--- src/rtl/param_updown_counter.sv ---
// param_updown_counter: parameterised up/down counter with a step input.
// Boundary behaviour is selected by WRAP_MODE: 1 = wrap modulo (MAX_VAL+1), 0 = saturate.
// Priority on each rising edge: clear > load > count > hold.
// ovf_pulse/unf_pulse are registered one-cycle flags for boundary crossings.
// Optional feature macro: UDC_STICKY_STATUS_EN. When it is defined, ovf_sticky/unf_sticky
// latch the boundary events until status_clr. When it is not defined, both flags stay 0
// and status_clr has no effect.
module param_updown_counter #(
  parameter int BITSIZE   = 4,
  parameter int MAX_VAL   = 2**BITSIZE-1,
  parameter int WRAP_MODE = 1
) (
  input  logic               clk,
  input  logic               n_rst,
  input  logic               clear,
  input  logic               load,
  input  logic [BITSIZE-1:0] load_val,
  input  logic               up,
  input  logic               down,
  input  logic [BITSIZE-1:0] step,
  input  logic               status_clr,
  output logic [BITSIZE-1:0] count_out,
  output logic               at_max,
  output logic               at_min,
  output logic               ovf_pulse,
  output logic               unf_pulse,
  output logic               ovf_sticky,
  output logic               unf_sticky
);

  // Arithmetic is done one bit wider than the count so sums never truncate.
  localparam logic [BITSIZE:0]   MAX_W   = (BITSIZE+1)'(MAX_VAL);
  localparam logic [BITSIZE:0]   RANGE_W = (BITSIZE+1)'(MAX_VAL + 1);
  localparam logic [BITSIZE-1:0] MAX_N   = BITSIZE'(MAX_VAL);

  logic [BITSIZE-1:0] count_q;
  logic [BITSIZE-1:0] count_nxt;
  logic               ovf_q;
  logic               unf_q;
  logic               ovf_nxt;
  logic               unf_nxt;
  logic [BITSIZE:0]   cnt_ext;
  logic [BITSIZE:0]   step_eff;
  logic [BITSIZE:0]   sum_up;
  logic [BITSIZE:0]   sum_wrap_dn;
  logic               do_up;
  logic               do_down;

  // Next-state computation: clear, clamped load, stepped count with wrap/saturate.
  always_comb begin
    cnt_ext     = {1'b0, count_q};
    step_eff    = ({1'b0, step} > MAX_W) ? MAX_W : {1'b0, step};
    sum_up      = cnt_ext + step_eff;
    sum_wrap_dn = cnt_ext + RANGE_W - step_eff;
    do_up       = up & ~down & (step_eff != '0);
    do_down     = down & ~up & (step_eff != '0);
    count_nxt   = count_q;
    ovf_nxt     = 1'b0;
    unf_nxt     = 1'b0;
    if (clear) begin
      count_nxt = '0;
    end else if (load) begin
      count_nxt = ({1'b0, load_val} > MAX_W) ? MAX_N : load_val;
    end else if (do_up) begin
      if (sum_up > MAX_W) begin
        ovf_nxt   = 1'b1;
        count_nxt = (WRAP_MODE != 0) ? BITSIZE'(sum_up - RANGE_W) : MAX_N;
      end else begin
        count_nxt = sum_up[BITSIZE-1:0];
      end
    end else if (do_down) begin
      if (cnt_ext >= step_eff) begin
        count_nxt = BITSIZE'(cnt_ext - step_eff);
      end else begin
        unf_nxt   = 1'b1;
        count_nxt = (WRAP_MODE != 0) ? BITSIZE'(sum_wrap_dn) : '0;
      end
    end
  end

  // Count and boundary-pulse registers; reset discards any in-flight operation.
  always_ff @(posedge clk or negedge n_rst) begin
    if (!n_rst) begin
      count_q <= '0;
      ovf_q   <= 1'b0;
      unf_q   <= 1'b0;
    end else begin
      count_q <= count_nxt;
      ovf_q   <= ovf_nxt;
      unf_q   <= unf_nxt;
    end
  end

  assign count_out = count_q;
  assign at_max    = (count_q == MAX_N);
  assign at_min    = (count_q == '0);
  assign ovf_pulse = ovf_q;
  assign unf_pulse = unf_q;

`ifdef UDC_STICKY_STATUS_EN
  logic ovf_sticky_q;
  logic unf_sticky_q;

  // Sticky flags set together with their pulse; a new event wins over status_clr.
  always_ff @(posedge clk or negedge n_rst) begin
    if (!n_rst) begin
      ovf_sticky_q <= 1'b0;
      unf_sticky_q <= 1'b0;
    end else begin
      ovf_sticky_q <= ovf_nxt | (ovf_sticky_q & ~status_clr);
      unf_sticky_q <= unf_nxt | (unf_sticky_q & ~status_clr);
    end
  end

  assign ovf_sticky = ovf_sticky_q;
  assign unf_sticky = unf_sticky_q;
`else
  logic status_clr_unused;

  assign status_clr_unused = status_clr;
  assign ovf_sticky        = 1'b0;
  assign unf_sticky        = 1'b0;
`endif

endmodule

--- config.mk ---
export PLATFORM = sky130hd
export DESIGN_NAME = param_updown_counter
export DESIGN_NICKNAME = d
export VERILOG_FILES = /design/src/rtl/param_updown_counter.sv
export SDC_FILE = /design/constraint.sdc
export NUM_CORES = 1
export LEC_CHECK = 0
export BUFFER_PORTS_ARGS = -buffer_cell sky130_fd_sc_hd__buf_4
export CAP_MARGIN = 20
export CORE_MARGIN = 3
export CORE_UTILIZATION = 30
export DETAILED_ROUTE_END_ITERATION = 12
export GPL_ROUTABILITY_DRIVEN = 1
export GPL_TIMING_DRIVEN = 0
export PLACE_DENSITY = 0.54
export SLEW_MARGIN = 20
export SYNTH_ARGS = -nofsm -noshare
export SYNTH_HDL_FRONTEND = slang
export SYNTH_SLANG_ARGS = --single-unit
--- constraint.sdc ---
create_clock -name clk -period 1.8 [get_ports clk]
set_clock_uncertainty 0.05 [all_clocks]
set_input_delay 0.18 -clock clk [delete_from_list [all_inputs] [get_ports clk]]
set_output_delay 0.18 -clock clk [all_outputs]
set_load 0.01 [all_outputs]
* Yosys cells after proc, flatten, opt, wreduce, memory -nomap -nowiden
Index checks and enable logic that the tools add are counted.
** Word-level totals
- Output and inout port bits :: 10
- Register bits :: 6
- Word-level logic and storage cells :: 35
- Bits of input ports :: 15
** Cells by class
- Add/subtract/negate cells :: 5
- Bitwise logic cells :: 6
- Multiplexer cells :: 15
- Reduce and logical (&&, ||, !) cells :: 3
- Eq/ne operators :: 1
- $lt $le $gt $ge :: 2
** Operators with widths (count)
- two-way mux 4 bit :: 6
- two-way mux 1 bit :: 9
- nonzero test 4 bit :: 2
- subtractor 4 bit :: 2
- adder 4 x 4 -> 5 bit :: 1
- > comparator 5 x 4 -> 1 bit, second input constant :: 1
- adder 4 x 1 -> 4 bit, second input constant :: 1
- AND 1 bit :: 4
- == test 4 bit, second input constant :: 1
- >= comparator 4 bit :: 1
- logical NOT 4 bit :: 1
- subtractor 4 x 1 -> 4 bit, second input constant :: 1
- NOT 1 bit :: 2

* Longest topological paths before layout
- Word-level depth :: 7
- Depth in mapped cells :: 9
- Gate-level depth less buffers :: 9

* Least setup slack after synthesis
Ideal clock, no wire load.
- Path kind :: reg-to-reg
- Start :: register count_q[0], in the netlist count_out[0]
- End :: register count_q[2], in the netlist count_out[2]
- Stages on the path, launching flop included :: 9
- Buffers on the path :: 0
- Required time :: 1670 ps
- Period minus slack after synthesis :: 1877 ps
- Data arrival time :: 1747 ps
- Slack :: -77 ps
- Setup time :: 80 ps
- Cells stage by stage :: dfrtp_1 -> ha_1 -> inv_1 -> fa_1 -> and2_1 -> o32a_1 -> o21ai_1 -> nor2_1 -> nor3_2
** Between the ends
- Longest elaborated chain between the ends :: 7
- Elaborated cells between the ends (all ways) :: 13
- Those cells by class :: add/sub: 5; order compare: 2; mux: 6
** Ends and longest elaborated chain
- from (decl) :: line 36 : logic [BITSIZE-1:0] count_q;
- from (signal assigned) :: line 88 : count_q <= count_nxt;
- adder 4 x 1 -> 4 bit :: line 54 : sum_wrap_dn = cnt_ext + RANGE_W - step_eff;
- subtractor 4 bit :: line 54
- two-way mux 4 bit :: line 72 : if (cnt_ext >= step_eff) begin
- two-way mux 4 bit :: line 71 : end else if (do_down) begin
- two-way mux 4 bit (*) :: line 64 : end else if (do_up) begin
- two-way mux 4 bit (*) :: line 62 : end else if (load) begin
- two-way mux 4 bit (*) :: line 60 : if (clear) begin
Every way passes the cells marked *; elsewhere a longest branch is shown, timed or not. The select of a mux whose other input is x is not followed.
A chain may end at the register's enable or synchronous reset.

* Worst setup path after layout
- Start :: register count_q[0], in the netlist count_out[0]
- End :: register count_q[1], in the netlist count_out[1]
The elaborated chain is that of the path after synthesis.

==> impl_metrics.yaml <==
outcome:
  status: "complete, but fails checks"
  violations: "negative setup slack"
global_routing:
  grt-ovfl-total: 0
  antenna_found_initial: 0
  grt_usage_pct: 12.8
  grt_pass1_vias: 739
  grt_max_degree: 11
  grt_pass1_wl_um: 3280
routing:
  route.detailed.drc: 0
  detail_route.wl_per_cell_um: 13.0
  avgViaCountPerCell: 4.86
  wirelength_um: 1890
  vias: 710
  drt_iter0_drc: 7
  firstDrtPassIters: 2
  ant_nets: 0
clock_tree:
  root_buffer: "clkbuf_4"
  cts_sinks: 6
  cts.clk_slew.worst_paths_ns: 0.05
  clkLatencyLatePin_ns: 0.25
  cts_tree: "done"
  htree_levels: 1
  numCtsBuffers: 3
  cts_buffer_depth: 2
worst_setup_path:
  worst_path_largest_cell_delay_ns: 0.51
  crit_chain: "inv_2 > ha_4 > inv_4 > fa_2 > and3b_1 > o31ai_1 > a221oi_1"
  critPathRequiredTime_ns: 1.89
  crit_fanout: 4
  crit_path_start_kind: "flop"
  path_class: "flop to flop"
  arrival_ns: 1.93
  cpMaxStageDelayCell: "fa_2"
  cp-end-kind: "flop"
placed_design:
  post-place-ws_ns: -0.138
  placed_cells: 136
  portBuffers: 20
  dp_hpwl_um: 1460
  gp_congestion: 0.752
synthesis:
  ys_seq_area_share_pct: 19.9
  syn_avg_cell_area_sq_um: 8.67
  yosys_warnings: 0
  yosys_register_bits: 6
  synth_cell_type_count: 38
  syn_inst: 87
  syn_area_sq_um: 754
power:
  power_switching_mw: 0.199
  peakVddDrop_v: 0.000370
  seq_power_share_pct: 28.1
  power_frac_clock_pct: 22.5
  leakagePower_nw: 0.502
  p_total_mw: 0.566
  p_per_area_nw_per_um2: 519
  switching_share_pct: 35.2
  pwr-share-comb_pct: 49.3
  internal_power_mw: 0.367
floorplan:
  die_w_um: 56.2
  die-area_sq_um: 3150
  die_y_um: 56.2
  num_io_pins: 25
  start_util_pct: 32.8
  row_count: 17
  design.core.area_sq_um: 2300
cells_and_area:
  area_growth_pct: 44.6
  final_nets: 145
  drive_gt1_share_pct: 48.3
  final_cells: 146
  num_antenna_cells: 0
sta:
  finalSetupTns_ns: -0.0784
  final-hold-violation-count: 0
  drv_slew: 0
  timing.final.crit_share_pct: 102
  fin_crit_ns: 1.84
  timing.fmax_ghz: 0.543
  worst_slack_ns: -0.0421
  rsz0062_at_grt: "true"
  setup_viol: 2
flow_run:
  drv_cap: 0
hold_path:
  hold_path_class: "primary input to flop"
==> logic make-up (layout without fill, tap and decap cells) <==
group	count (synthesis)	after routing	synth area share (%)
simple gates	32	32	25.0
compound gates	19	19	20.2
buf+inv	15	45	11.1
fa+ha+maj	10	10	18.6
flops	6	6	19.9
xor+xnor	4	4	4.64
other cells	1	2	0.497
==> worst max-delay path, delay by kind of cell (launching register included) <==
family / cells / cell delay, ns
fa+ha+maj: 2 / 0.64
simple gates: 1 / 0.15
compound gates: 2 / 0.32
buf+inv: 2 / 0.12
flops: 1 / 0.44
==> state kept, by name, summed over array words and instances, names as in the netlist <==
signal,cells
ovf_pulse,1
unf_pulse,1
count_out,4
==> cell type report <==
class / count / area, sq um
plain buffers: 6 / 50.0
fillers: 214 / 1210
multi-input cells: 67 / 588
flip-flops and latches: 6 / 154
well taps: 28 / 35.0
clock buffers: 3 / 22.5
repair buffers: 27 / 205
inverters: 9 / 36.3
==> synthesized netlist by cell type <==
| master | n | area [sq um] |
|---|---|---|
| a211oi_2 | 1 | 12.5 |
| a21o_1 | 1 | 7.51 |
| a21oi_1 | 3 | 15.0 |
| a221oi_1 | 1 | 8.76 |
| a221oi_2 | 1 | 15.0 |
| a31oi_2 | 1 | 12.5 |
| and2_1 | 1 | 6.26 |
| and2b_1 | 1 | 7.51 |
| and3b_1 | 1 | 8.76 |
| buf_2 | 1 | 5.00 |
| buf_4 | 3 | 22.5 |
| buf_6 | 2 | 22.5 |
| conb_1 | 1 | 3.75 |
| dfrtp_1 | 6 | 150 |
| fa_1 | 2 | 40.0 |
| ha_1 | 8 | 100 |
| inv_1 | 8 | 30.0 |
| inv_2 | 1 | 3.75 |
| nand2_1 | 4 | 15.0 |
| nand2b_1 | 2 | 12.5 |
| nor2_1 | 13 | 48.8 |
| nor2b_1 | 2 | 12.5 |
| nor3_1 | 1 | 5.00 |
| nor3_2 | 1 | 10.0 |
| nor3b_2 | 1 | 12.5 |
| nor4_1 | 2 | 12.5 |
| nor4_4 | 1 | 21.3 |
| nor4bb_1 | 1 | 10.0 |
| o21ai_0 | 3 | 15.0 |
| o21ai_1 | 3 | 15.0 |
| o22a_1 | 1 | 8.76 |
| o311ai_2 | 1 | 16.3 |
| o31a_1 | 1 | 8.76 |
| o31ai_1 | 1 | 7.51 |
| o32a_1 | 1 | 10.0 |
| or2_2 | 1 | 6.26 |
| xnor2_1 | 3 | 26.3 |
| xor2_1 | 1 | 8.76 |
==> per-stage QoR <==
stage               cell area (sq um)  util, %  hold slack [ns]
floorplan                         763        -           -0.166
global placement                  948     41.3          -0.0616
global route                     1090     47.5           0.0780
finish                           1090     47.5           0.0764
detailed placement                948     41.3          -0.0590
CTS                              1070     46.4           0.0807
==> routing by layer <==
layer	wire (um)	track usage, %	up-vias
met4	0	1.02	0
met3	42	3.02	0
li1	-	-	356
met5	0	0	-
met1	819	16.1	344
met2	1030	22.9	10
==> power by group through the flow <==
stage	clock [mW]	combinational (mW)	sequential (mW)
finish	0.128	0.279	0.159
global route	0.142	0.308	0.161
CTS	0.128	0.267	0.160
detailed placement	0	0.237	0.164
global placement	0	0.234	0.164
floorplan	0	0.156	0.162
==> worst paths after layout <==
| check | start | endpoint | slack, ns | cells past startpoint |
|---|---|---|---|---|
| max reg2reg | count_out[0]$_DFFE_PN0P_ | count_out[1]$_DFFE_PN0P_ | -0.04 | 7 |
| min | clear | count_out[2]$_DFFE_PN0P_ | 0.08 | 2 |
| max in group asynchronous | n_rst | count_out[0]$_DFFE_PN0P_ | 1.35 | 2 |
| min in group asynchronous | n_rst | count_out[1]$_DFFE_PN0P_ | 0.23 | 2 |
| max | count_out[0]$_DFFE_PN0P_ | count_out[1]$_DFFE_PN0P_ | -0.04 | 7 |
| min reg2reg | count_out[2]$_DFFE_PN0P_ | unf_pulse$_DFF_PN0_ | 0.75 | 3 |
==> what timing repair did <==
item / 4_1_cts / 5_1_grt
pin swaps: 6 / 2
hold buffers: 1 / 0
buffers inserted: 5 / 1
endpoints found under the setup margin: 4 / 5
hold endpoints to repair: 6 / 0
resized for setup: 10 / 4
==> cell usage in the layout, fill, tap and decap left out, types with 2 or more instances in the layout <==
master / synthesis / final
inv_2: 1 / 3
buf_6: 2 / 2
nand2b_1: 2 / 2
dfrtp_1: 6 / 3
xnor2_1: 3 / 3
nand2_1: 4 / 4
nor2_1: 13 / 13
conb_1: 1 / 2
clkbuf_4: 0 / 3
dfrtp_2: 0 / 3
nor2b_1: 2 / 2
fa_2: 0 / 2
a21oi_1: 3 / 3
ha_4: 0 / 3
o21ai_0: 3 / 2
o21ai_1: 3 / 4
buf_4: 3 / 29
inv_1: 8 / 5
ha_1: 8 / 5
No activity file was read; power rests on OpenSTA's default activity.
